File: config.mk
export PLATFORM = sky130hd
export DESIGN_NAME = instr_fetch_unit_flat
export DESIGN_NICKNAME = d
export VERILOG_FILES = /design/src/rtl/instr_fetch_unit_if.sv /design/src/rtl/instr_fetch_unit.sv /design/src/flat_wrapper.sv
export SDC_FILE = /design/constraint.sdc
export NUM_CORES = 1
export LEC_CHECK = 0
export CAP_MARGIN = 20
export CORE_MARGIN = 8
export CORE_UTILIZATION = 45
export DETAILED_ROUTE_END_ITERATION = 8
export PLACE_DENSITY = 0.69
export SYNTH_ARGS = -nofsm -noshare
export SYNTH_HDL_FRONTEND = slang
export SYNTH_SLANG_ARGS = --single-unit
File: constraint.sdc
create_clock -name clk -period 5.7 [get_ports clk]
set_clock_uncertainty 0.15 [all_clocks]
set_input_delay 0.855 -clock clk [delete_from_list [all_inputs] [get_ports clk]]
set_output_delay 0.855 -clock clk [all_outputs]
set_load 0.01 [all_outputs]
File: src/rtl/instr_fetch_unit_if.sv
// Fetch-unit bus: instruction-memory request/response, redirect and decode-side handshake.
// The master modport is the fetch unit's view; the slave modport is the memory/consumer side.
interface instr_fetch_unit_if;
    logic        imem_req;
    logic [31:0] imem_addr;
    logic        imem_gnt;
    logic        imem_rvalid;
    logic [31:0] imem_rdata;
    logic        redirect_valid;
    logic [31:0] redirect_pc;
    logic        instr_valid;
    logic        instr_ready;
    logic [31:0] instr;
    logic [31:0] instr_pc;
    logic [31:0] instr_pc4;

    modport master (
        output imem_req, imem_addr,
        input  imem_gnt, imem_rvalid, imem_rdata,
        input  redirect_valid, redirect_pc,
        output instr_valid, instr, instr_pc, instr_pc4,
        input  instr_ready
    );

    modport slave (
        input  imem_req, imem_addr,
        output imem_gnt, imem_rvalid, imem_rdata,
        output redirect_valid, redirect_pc,
        input  instr_valid, instr, instr_pc, instr_pc4,
        output instr_ready
    );
endinterface

File: src/rtl/instr_fetch_unit.sv
// MIPS fetch stage: issues in-order imem requests, buffers words in a prefetch FIFO, flushes on redirect.
// Optional macro IFU_BYPASS_EN forwards a response straight to the consumer when the FIFO is empty.
module instr_fetch_unit #(
    parameter int unsigned DEPTH    = 4,
    parameter logic [31:0] RESET_PC = 32'h0000_0000
) (
    input logic                 clk,
    input logic                 reset,
    instr_fetch_unit_if.master  ifu
);
    localparam int PW = $clog2(DEPTH);
    localparam int CW = PW + 1;
    localparam logic [CW:0]   DEPTH_EXT = (CW + 1)'(DEPTH);
    localparam logic [CW-1:0] DEPTH_CNT = CW'(DEPTH);

    logic [31:0]   fetch_pc;
    logic [31:0]   resp_pc;
    logic [31:0]   fifo_instr [DEPTH];
    logic [31:0]   fifo_pc    [DEPTH];
    logic [PW-1:0] wr_ptr;
    logic [PW-1:0] rd_ptr;
    logic [CW-1:0] count;
    logic [CW-1:0] inflight;
    logic [CW-1:0] drop;

    logic          issue;
    logic          handshake;
    logic          rsp;
    logic          take;
    logic          push;
    logic          pop;
    logic          fifo_valid;
    logic          bypass_hit;
    logic [31:0]   redirect_target;
    logic [31:0]   out_pc;

    // count + inflight never exceeds DEPTH, which is what makes FIFO overflow impossible.
    always_comb begin
        redirect_target = ifu.redirect_pc & ~32'd3;
        issue      = reset && !ifu.redirect_valid
                     && (({1'b0, count} + {1'b0, inflight}) < DEPTH_EXT);
        handshake  = issue && ifu.imem_gnt;
        rsp        = reset && ifu.imem_rvalid;
        take       = rsp && (drop == '0) && !ifu.redirect_valid;
        fifo_valid = reset && (count != '0);
        pop        = fifo_valid && ifu.instr_ready;
`ifdef IFU_BYPASS_EN
        bypass_hit = take && (count == '0);
        push       = take && !(bypass_hit && ifu.instr_ready);
`else
        bypass_hit = 1'b0;
        push       = take;
`endif
    end

    always_comb begin
        ifu.imem_req    = issue;
        ifu.imem_addr   = fetch_pc;
        ifu.instr_valid = 1'b0;
        ifu.instr       = '0;
        out_pc          = '0;
        ifu.instr_pc4   = '0;
        if (fifo_valid) begin
            ifu.instr_valid = 1'b1;
            ifu.instr       = fifo_instr[rd_ptr];
            out_pc          = fifo_pc[rd_ptr];
        end else if (bypass_hit) begin
            ifu.instr_valid = 1'b1;
            ifu.instr       = ifu.imem_rdata;
            out_pc          = resp_pc;
        end
        ifu.instr_pc = out_pc;
        if (ifu.instr_valid) begin
            ifu.instr_pc4 = out_pc + 32'd4;
        end
    end

    // A redirect turns every outstanding request into one to drop; drop is recomputed, never accumulated.
    always_ff @(posedge clk) begin
        if (!reset) begin
            fetch_pc <= RESET_PC;
            resp_pc  <= RESET_PC;
            wr_ptr   <= '0;
            rd_ptr   <= '0;
            count    <= '0;
            inflight <= '0;
            drop     <= '0;
        end else begin
            inflight <= inflight + CW'(handshake) - CW'(rsp);
            if (ifu.redirect_valid) begin
                fetch_pc <= redirect_target;
                resp_pc  <= redirect_target;
                wr_ptr   <= '0;
                rd_ptr   <= '0;
                count    <= '0;
                drop     <= inflight - CW'(rsp);
            end else begin
                if (handshake) begin
                    fetch_pc <= fetch_pc + 32'd4;
                end
                if (rsp && (drop != '0)) begin
                    drop <= drop - 1'b1;
                end
                if (take) begin
                    resp_pc <= resp_pc + 32'd4;
                end
                if (push) begin
                    wr_ptr <= wr_ptr + 1'b1;
                end
                if (pop) begin
                    rd_ptr <= rd_ptr + 1'b1;
                end
                count <= count + CW'(push) - CW'(pop);
            end
        end
    end

    always_ff @(posedge clk) begin
        if (push) begin
            fifo_instr[wr_ptr] <= ifu.imem_rdata;
            fifo_pc[wr_ptr]    <= resp_pc;
        end
    end

    assert property (@(posedge clk) disable iff (!reset) push |-> (count != DEPTH_CNT));

endmodule
File: src/flat_wrapper.sv
// flat-port wrapper written by rule: the top's interface ports become plain ports
module instr_fetch_unit_flat 
#(
    parameter int unsigned DEPTH    = 4,
    parameter logic [31:0] RESET_PC = 32'h0000_0000
)
  (clk, reset, ifu_imem_req, ifu_imem_addr, ifu_imem_gnt, ifu_imem_rvalid, ifu_imem_rdata, ifu_redirect_valid, ifu_redirect_pc, ifu_instr_valid, ifu_instr, ifu_instr_pc, ifu_instr_pc4, ifu_instr_ready);
  instr_fetch_unit_if ifu_i ();
  input logic clk;
  input logic reset;
  output wire logic [$bits(ifu_i.imem_req)-1:0] ifu_imem_req;
  output wire logic [$bits(ifu_i.imem_addr)-1:0] ifu_imem_addr;
  input wire logic [$bits(ifu_i.imem_gnt)-1:0] ifu_imem_gnt;
  input wire logic [$bits(ifu_i.imem_rvalid)-1:0] ifu_imem_rvalid;
  input wire logic [$bits(ifu_i.imem_rdata)-1:0] ifu_imem_rdata;
  input wire logic [$bits(ifu_i.redirect_valid)-1:0] ifu_redirect_valid;
  input wire logic [$bits(ifu_i.redirect_pc)-1:0] ifu_redirect_pc;
  output wire logic [$bits(ifu_i.instr_valid)-1:0] ifu_instr_valid;
  output wire logic [$bits(ifu_i.instr)-1:0] ifu_instr;
  output wire logic [$bits(ifu_i.instr_pc)-1:0] ifu_instr_pc;
  output wire logic [$bits(ifu_i.instr_pc4)-1:0] ifu_instr_pc4;
  input wire logic [$bits(ifu_i.instr_ready)-1:0] ifu_instr_ready;
  assign ifu_imem_req = ifu_i.imem_req;
  assign ifu_imem_addr = ifu_i.imem_addr;
  assign ifu_i.imem_gnt = ifu_imem_gnt;
  assign ifu_i.imem_rvalid = ifu_imem_rvalid;
  assign ifu_i.imem_rdata = ifu_imem_rdata;
  assign ifu_i.redirect_valid = ifu_redirect_valid;
  assign ifu_i.redirect_pc = ifu_redirect_pc;
  assign ifu_instr_valid = ifu_i.instr_valid;
  assign ifu_instr = ifu_i.instr;
  assign ifu_instr_pc = ifu_i.instr_pc;
  assign ifu_instr_pc4 = ifu_i.instr_pc4;
  assign ifu_i.instr_ready = ifu_instr_ready;
  instr_fetch_unit #(.DEPTH(DEPTH), .RESET_PC(RESET_PC)) u_core (.clk(clk), .reset(reset), .ifu(ifu_i));
endmodule
==> summary.log, run 1 <==
INFO  die            fp.coreArea=0.0314sqmm
INFO  pwr            sequentialPowerShare=51.2%
INFO  logic_synthesis synth_edf_count=248
INFO  timing         report.final.slew_viol_count=0
INFO  worst_setup_path endpoint_kind=output pin
INFO  routing        drc_errors=0
INFO  pwr            share_comb_of_total_power=6.4%
INFO  worst_setup_path worstPathMaxFanout=57
INFO  pwr            p_leak=5.84nW
INFO  logic_synthesis synthesis.area=0.0142sqmm
INFO  pwr            cell_internal_pwr=0.00407W
INFO  logic_synthesis synthesis.yosys.warnings=0
INFO  worst_setup_path worst-endpoint-arrival=4.13ns
INFO  timing         worst_slack=0.560ns
INFO  placed_design  port_buffers=191
INFO  timing         timing.hold.ws=0.352ns
INFO  pwr            switching_share=21.6%
INFO  die            die_height=194microns
INFO  logic_synthesis seq_cells_post_synth=323
INFO  job            drv_cap=0
INFO  worst_setup_path critPathBufInv=4
INFO  clocking       clock_slew_at_reported_path_ffs=0.06ns
INFO  logic_synthesis yosysUniqueCellTypes=55
INFO  timing         max_slew.worst_pin.slew=1.02ns
INFO  logic_synthesis synth.top_cell.area_share=52.3%
INFO  timing         finalCriticalPeriod=5.14ns
INFO  routing        post_drt_via_cell_ratio=5.56
INFO  routing        route.vias.total=9119
INFO  clocking       clock_insertion_delay_worst_skew=0.51ns
INFO  cells_and_area flow.area_growth_from_synthesis=23.9%
INFO  logic_synthesis synth.cells.most_frequent=248 x sky130_fd_sc_hd__edfxtp_1, 78 x sky130_fd_sc_hd__nor2_1, 75 x sky130_fd_sc_hd__dfxtp_1, 66 x sky130_fd_sc_hd__and2_1, 58 x sky130_fd_sc_hd__a21oi_1
INFO  clocking       numCtsBuffers=35
INFO  global_route   globalRoute.totalOverflow=0
INFO  global_route   grt_pass1_vias=9187
INFO  hold_path      hold_path_depth=2
INFO  placed_design  gpl.final_weighted_congestion=0.841
INFO  routing        detailedRoute.firstPassIterationCount=5
INFO  cells_and_area antennaDiodeCount=0
INFO  timing         rsz_0062_raised_after_global_routing=false
INFO  run_status     outcome=completed
INFO  hold_path      holdCritPathClass=reg2reg
INFO  placed_design  post-dp-hpwl=22.2mm
INFO  timing         post-route-period-util=90.2%
INFO  global_route   maximum_number_of_pins_on_one_net_before_global_route_repair=63
INFO  clocking       cts.hold.buffers_added=0
INFO  clocking       max-clock-path-buffers=3
INFO  logic_synthesis seq_area_frac_synth=62.8%
INFO  hold_path      hp-start=u_core.wr_ptr[0]$_SDFFE_PP0P_
INFO  die            core.rowCount=65
INFO  worst_setup_path slowest_stage=sky130_fd_sc_hd__clkdlybuf4s50_1
INFO  logic_synthesis synth_area_leaders=sky130_fd_sc_hd__edfxtp_1 52%, sky130_fd_sc_hd__dfxtp_1 11%, sky130_fd_sc_hd__mux4_2 7.8%, sky130_fd_sc_hd__and2_1 2.9%, sky130_fd_sc_hd__xnor2_1 2.5%
INFO  pwr            vdd_ir_drop_max=165uV
INFO  timing         hold_viol=0
INFO  pwr            total_power=0.00519W
INFO  pwr            power.clock.fraction=42.5%
INFO  die            dieWidth=194microns
INFO  worst_setup_path required=4.70ns
INFO  die            initial_core_util=45.4%
INFO  timing         worst_case_headroom_to_the_max_slew_limit=31.9%
INFO  pwr            p_sw=0.00112W
INFO  worst_setup_path path_delay_family=buffers and inverters
INFO  timing         finalSetupTns=0ns
INFO  clocking       cts.repair.resized=0
INFO  die            die_area=0.0376sqmm
INFO  worst_setup_path rr_endpoint=u_core.ifu.imem_addr[31]$_SDFFE_PN0P_
INFO  worst_setup_path timing.critical_path.from_type=input pin
INFO  clocking       tritoncts=built
INFO  logic_synthesis async_s_r_ff_share_synth=0%
INFO  placed_design  worst_setup_timing_slack_at_the_placement_stage=0.575ns
INFO  pwr            power.density_cell_area=294mW/mm^2
INFO  worst_setup_path crit_path_max_incr_delay=0.56ns
INFO  worst_setup_path path_cells=clkdlybuf4s50_1 > o31ai_4 > inv_2 > buf_12 > nand3_1 > nor3_4 > nand4_2 > or4_1 > nand2_1 > clkdlybuf4s50_1
INFO  hold_path      holdPathEnd=u_core.wr_ptr[0]$_SDFFE_PP0P_
INFO  routing        route.final.wire_length=33.7mm
INFO  worst_setup_path r2r-start=u_core.count[1]$_SDFF_PP0_
INFO  worst_setup_path ff2ff_path_depth=8
INFO  die            pin_count=200
INFO  cells_and_area nNetsFinal=1304
INFO  routing        detail-route-antenna-nets=0
INFO  logic_synthesis synth.largest_area_cell=sky130_fd_sc_hd__edfxtp_1
INFO  worst_setup_path crit_path_frequent_cell=sky130_fd_sc_hd__clkdlybuf4s50_1
INFO  clocking       cts.sink_count=323
INFO  logic_synthesis synthesis.area_per_instance=14.0squm
INFO  timing         timing.fmax=0.195GHz
INFO  cells_and_area utilization=56.2%
INFO  timing         setup_viol=0
INFO  clocking       cts_htree_levels=2
INFO  clocking       cts.root.buffer_cell=sky130_fd_sc_hd__clkbuf_16
INFO  global_route   grt_util_all_layers=17.5%
INFO  cells_and_area layout-drive-gt1-share=11.3%
INFO  global_route   grt_first_pass_wirelength=52.9mm
INFO  logic_synthesis synth_cells=1018
INFO  clocking       cts_setup_buffers=0
INFO  worst_setup_path setup.worst_path.class=in2out
INFO  global_route   initial_antenna_violation_count=0
INFO  logic_synthesis dominantRegCellSynth=sky130_fd_sc_hd__edfxtp_1
INFO  logic_synthesis most_frequent_cell_after_synthesis=sky130_fd_sc_hd__edfxtp_1
INFO  worst_setup_path setup_slack_reg_to_reg=2.63ns
INFO  routing        drt-wirelength-per-cell=20.5microns
INFO  routing        drt-initial-drc-count=653
flip-flops by register name, indices dropped and copies added, names as in the netlist, named ones only:
name and cells:
u_core.drop 3, u_core.fifo_instr 128, u_core.fifo_pc 120, u_core.rd_ptr 2
u_core.wr_ptr 2, u_core.count 3, u_core.inflight 3, u_core.ifu.imem_addr 30
u_core.resp_pc 30
metal layers:
metal	vias up	global-route usage [%]	routed length, microns
met4	0	3.37	460
met2	343	26.2	14700
met5	-	0	0
met1	4506	25.7	16000
li1	4232	-	-
met3	38	4.15	2540
stage by stage:
step / cell area, sq um / std cells
after floorplan: 14300 / 1023
after global placement: 16500 / 1580
after detailed placement: 16500 / 1580
after CTS: 17600 / 1641
after global routing: 17600 / 1641
final: 17600 / 1641
cell usage in the layout, fill, tap and decap left out, types with 3 or more instances in the layout:
cell / count
sky130_fd_sc_hd__a211oi_1: 10
sky130_fd_sc_hd__a32oi_1: 3
sky130_fd_sc_hd__nand4_1: 28
sky130_fd_sc_hd__mux4_1: 13
sky130_fd_sc_hd__a21oi_1: 58
sky130_fd_sc_hd__nor3_1: 15
sky130_fd_sc_hd__nand4_4: 3
sky130_fd_sc_hd__clkbuf_16: 35
sky130_fd_sc_hd__nand2_1: 53
sky130_fd_sc_hd__or3_1: 8
sky130_fd_sc_hd__edfxtp_1: 248
sky130_fd_sc_hd__and3_1: 21
sky130_fd_sc_hd__a22oi_1: 3
sky130_fd_sc_hd__nor4_1: 3
sky130_fd_sc_hd__mux4_2: 49
sky130_fd_sc_hd__and2_2: 5
sky130_fd_sc_hd__and4_1: 3
sky130_fd_sc_hd__nand3_1: 26
sky130_fd_sc_hd__clkbuf_1: 7
sky130_fd_sc_hd__conb_1: 6
sky130_fd_sc_hd__dfxtp_1: 73
sky130_fd_sc_hd__clkdlybuf4s50_1: 191
sky130_fd_sc_hd__clkinv_1: 8
sky130_fd_sc_hd__xor2_1: 23
sky130_fd_sc_hd__nor2_1: 78
sky130_fd_sc_hd__bufinv_16: 4
sky130_fd_sc_hd__xnor2_1: 40
sky130_fd_sc_hd__and2_1: 62
sky130_fd_sc_hd__clkinv_4: 3
sky130_fd_sc_hd__ha_1: 17
sky130_fd_sc_hd__a31oi_1: 12
sky130_fd_sc_hd__inv_1: 27
sky130_fd_sc_hd__buf_4: 17
sky130_fd_sc_hd__mux2i_1: 5
sky130_fd_sc_hd__o21ai_0: 43
sky130_fd_sc_hd__mux2_2: 6
final cells by class:
cell class / count / area, sq um
sequential: 323 / 8950
multi-input combinational: 616 / 4890
fill: 2529 / 13800
clock buffer: 42 / 902
timing repair buffer: 210 / 2080
clock inverter: 19 / 205
tap: 402 / 503
inverter: 29 / 109
tightest hold or removal path, delay by kind of cell (launching register included):
| family | cells | cell delay [ns] |
|---|---|---|
| flip-flops | 1 | 0.34 |
| AND/OR/NAND/NOR | 1 | 0.07 |
| AO/OA/AOI/OAI | 1 | 0.05 |
power by group through the flow:
stage | Combinational [W] | Sequential [W] | Clock (W)
5_1_grt | 0.000363 | 0.00266 | 0.00234
3_3_place_gp | 0.000324 | 0.00270 | 0
4_1_cts | 0.000332 | 0.00265 | 0.00224
3_5_place_dp | 0.000329 | 0.00270 | 0
2_1_floorplan | 0.000171 | 0.00269 | 0
6_report | 0.000330 | 0.00265 | 0.00220
worst max path at each step:
stage	startpoint	cells past startpoint	end
finish	reset	10	ifu_instr_pc4[27]
global route	reset	10	ifu_instr_pc4[31]
CTS	reset	10	ifu_instr_pc4[31]
detailed placement	reset	10	ifu_instr_pc4[31]
global placement	reset	10	ifu_instr_pc4[31]
floorplan	reset	12	ifu_instr_pc4[26]
cell families after synthesis:
logic type	after synthesis	synth area share [%]
flops	323	62.8
mux	73	11.0
other cells	1	0.0263
xor+xnor	63	3.88
fa+ha+maj	19	1.78
compound gates	137	5.45
buf+inv	84	3.07
simple gates	318	12.0
Note: power is estimated with default switching activity, not from simulation.
==> run 2: changes to the inputs <==
--- a/config.mk
+++ b/config.mk
@@ -10,6 +10,7 @@
 export CORE_UTILIZATION = 45
 export DETAILED_ROUTE_END_ITERATION = 8
 export PLACE_DENSITY = 0.69
+export REMOVE_ABC_BUFFERS = 1
 export SYNTH_ARGS = -nofsm -noshare
 export SYNTH_HDL_FRONTEND = slang
 export SYNTH_SLANG_ARGS = --single-unit
==> summary.log, run 2 (synthesis results as in run 1) <==
INFO  run_status     outcome=completed
INFO  routing        drt-initial-drc-count=524
INFO  routing        post_drt_via_cell_ratio=5.47
INFO  die            dieWidth=194microns
INFO  placed_design  post-dp-hpwl=21.6mm
INFO  clocking       clock_insertion_delay_worst_skew=0.51ns
INFO  routing        detail-route-antenna-nets=0
INFO  global_route   grt_util_all_layers=17.0%
INFO  timing         finalCriticalPeriod=5.38ns
INFO  routing        detailedRoute.firstPassIterationCount=5
INFO  worst_setup_path required=4.70ns
INFO  die            initial_core_util=45.4%
INFO  cells_and_area largest_reg_flops=128
INFO  clocking       clock_slew_at_reported_path_ffs=0.06ns
INFO  job            drv_cap=0
INFO  die            die_height=194microns
INFO  timing         report.final.slew_viol_count=0
INFO  worst_setup_path timing.critical_path.from_type=input pin
INFO  timing         timing.fmax=0.186GHz
INFO  placed_design  worst_setup_timing_slack_at_the_placement_stage=0.299ns
INFO  worst_setup_path path_cells=clkdlybuf4s50_1 > o31ai_4 > inv_2 > buf_4 > nand4_4 > nor4_4 > nand4_4 > nor3_1 > mux2_2 > clkdlybuf4s50_1
INFO  cells_and_area final-instance-count-excl-fill=1639
INFO  routing        route.vias.total=8962
INFO  worst_setup_path setup_slack_reg_to_reg=2.68ns
INFO  timing         hold_viol=0
INFO  cells_and_area layout_common_cells=248 x sky130_fd_sc_hd__edfxtp_1, 191 x sky130_fd_sc_hd__clkdlybuf4s50_1, 78 x sky130_fd_sc_hd__nor2_1, 73 x sky130_fd_sc_hd__dfxtp_1, 62 x sky130_fd_sc_hd__and2_1
INFO  global_route   grt_first_pass_wirelength=51.0mm
INFO  cells_and_area regMostFlops=u_core.fifo_instr
INFO  worst_setup_path crit_path_max_incr_delay=0.70ns
INFO  clocking       cts.hold.buffers_added=0
INFO  pwr            vdd_ir_drop_max=163uV
INFO  worst_setup_path ff2ff_path_depth=9
INFO  clocking       cts.sink_count=323
INFO  cells_and_area top_regs=u_core.fifo_instr: 128 flops, u_core.fifo_pc: 120 flops
INFO  timing         max_slew.worst_pin.slew=1.03ns
INFO  hold_path      hold_path_depth=2
INFO  timing         worst_slack=0.319ns
INFO  pwr            power.density_cell_area=294mW/mm^2
INFO  hold_path      hp-start=u_core.wr_ptr[1]$_SDFFE_PP0P_
INFO  die            pin_count=200
INFO  worst_setup_path path_delay_family=buffers and inverters
INFO  clocking       tritoncts=built
INFO  worst_setup_path crit_path_to=ifu_instr_pc4[30]
INFO  worst_setup_path critPathBufInv=4
INFO  cells_and_area nNetsFinal=1300
INFO  routing        drc_errors=0
INFO  worst_setup_path setup.worst_path.class=in2out
INFO  worst_setup_path worst-path-stages=10
INFO  placed_design  placed_cell_area=0.0165sqmm
INFO  clocking       max-clock-path-buffers=3
INFO  clocking       cts.root.buffer_cell=sky130_fd_sc_hd__clkbuf_16
INFO  worst_setup_path worst-endpoint-arrival=4.38ns
INFO  die            fp.coreArea=0.0314sqmm
INFO  global_route   initial_antenna_violation_count=0
INFO  timing         timing.hold.ws=0.360ns
INFO  timing         setup_viol=0
INFO  clocking       cts_setup_buffers=0
INFO  cells_and_area layout.cells.most_common=sky130_fd_sc_hd__edfxtp_1
INFO  timing         post-route-period-util=94.4%
INFO  hold_path      holdCritPathClass=reg2reg
INFO  global_route   maximum_number_of_pins_on_one_net_before_global_route_repair=63
INFO  worst_setup_path endpoint_kind=output pin
INFO  worst_setup_path slowest_stage=sky130_fd_sc_hd__clkdlybuf4s50_1
INFO  clocking       numCtsBuffers=35
INFO  cells_and_area antennaDiodeCount=0
INFO  cells_and_area fillers=2587
INFO  routing        drt-wirelength-per-cell=19.8microns
INFO  clocking       cts.repair.resized=0
INFO  worst_setup_path rr_endpoint=u_core.ifu.imem_addr[19]$_SDFFE_PN0P_
INFO  cells_and_area layout-drive-gt1-share=11.2%
INFO  timing         rsz_0062_raised_after_global_routing=false
INFO  timing         worst_case_headroom_to_the_max_slew_limit=31.4%
INFO  routing        route.final.wire_length=32.5mm
INFO  cells_and_area flow.area_growth_from_synthesis=23.6%
INFO  worst_setup_path worstSetupStartpoint=reset
INFO  worst_setup_path r2r-start=u_core.count[1]$_SDFF_PP0_
INFO  worst_setup_path worstPathMaxFanout=41
INFO  global_route   globalRoute.totalOverflow=0
INFO  placed_design  numPlacedInstances=1576
INFO  die            core.rowCount=65
INFO  clocking       cts_htree_levels=2
INFO  placed_design  gpl.final_weighted_congestion=0.883
INFO  placed_design  port_buffers=191
INFO  cells_and_area final_cell_area=0.0176sqmm
INFO  pwr            p_leak=5.82nW
INFO  global_route   grt_pass1_vias=9088
INFO  die            die_area=0.0376sqmm
==> run 2: where the power goes <==
| group | switching, W | total, W | leakage (nW) | internal [W] |
|---|---|---|---|---|
| registers | 0.0000597 | 0.00265 | 2.88 | 0.00259 |
| logic | 0.000163 | 0.000324 | 2.41 | 0.000161 |
| clock network | 0.000872 | 0.00220 | 0.543 | 0.00133 |
==> run 2: per-layer routing <==
layer | track usage [%] | vias up | share of wire, %
met4 | 5.49 | 0 | 2.6
met2 | 27.9 | 294 | 47
met3 | 3.38 | 50 | 6.2
met5 | 0 | - | 0
met1 | 22.5 | 4382 | 44
li1 | - | 4236 | -
==> run 2: worst min path at each step <==
stage | to | slack [ns]
2_1_floorplan | u_core.wr_ptr[0]$_SDFFE_PP0P_ | 0.32
5_1_grt | u_core.wr_ptr[1]$_SDFFE_PP0P_ | 0.38
3_5_place_dp | u_core.wr_ptr[0]$_SDFFE_PP0P_ | 0.34
3_3_place_gp | u_core.wr_ptr[0]$_SDFFE_PP0P_ | 0.33
6_report | u_core.wr_ptr[1]$_SDFFE_PP0P_ | 0.36
4_1_cts | u_core.ifu.imem_addr[20]$_SDFFE_PN0P_ | 0.36
==> run 2: cell type report <==
type                            instances  area (sq um)  area share (%)
Clock inverter                         16           161           0.917
Sequential cell                       323          8950            50.9
Multi-Input combinational cell        616          4890            27.8
Timing Repair Buffer                  206          2020            11.5
Tap cell                              402           503            2.86
Inverter                               29           109           0.618
Clock buffer                           47           963            5.47
==> run 2: per-stage QoR <==
step	power [W]	util, %	TNS (ns)
2_1_floorplan	0.00285	-	-1.54
3_3_place_gp	0.00302	52.5	0
3_5_place_dp	0.00303	52.5	0
4_1_cts	0.00523	56.1	0
5_1_grt	0.00536	56.1	0
6_report	0.00518	56.1	0
==> run 2: worst reg2reg max path, stage by stage, from the launching register on <==
cell                      delay (ns)
sky130_fd_sc_hd__dfxtp_1        0.38
sky130_fd_sc_hd__ha_1           0.31
sky130_fd_sc_hd__nand3_1        0.08
sky130_fd_sc_hd__nand4_1        0.10
sky130_fd_sc_hd__buf_4          0.32
sky130_fd_sc_hd__inv_1          0.11
sky130_fd_sc_hd__buf_4          0.21
sky130_fd_sc_hd__nor2_1         0.79
sky130_fd_sc_hd__o21ai_0        0.25
sky130_fd_sc_hd__a31oi_1        0.23
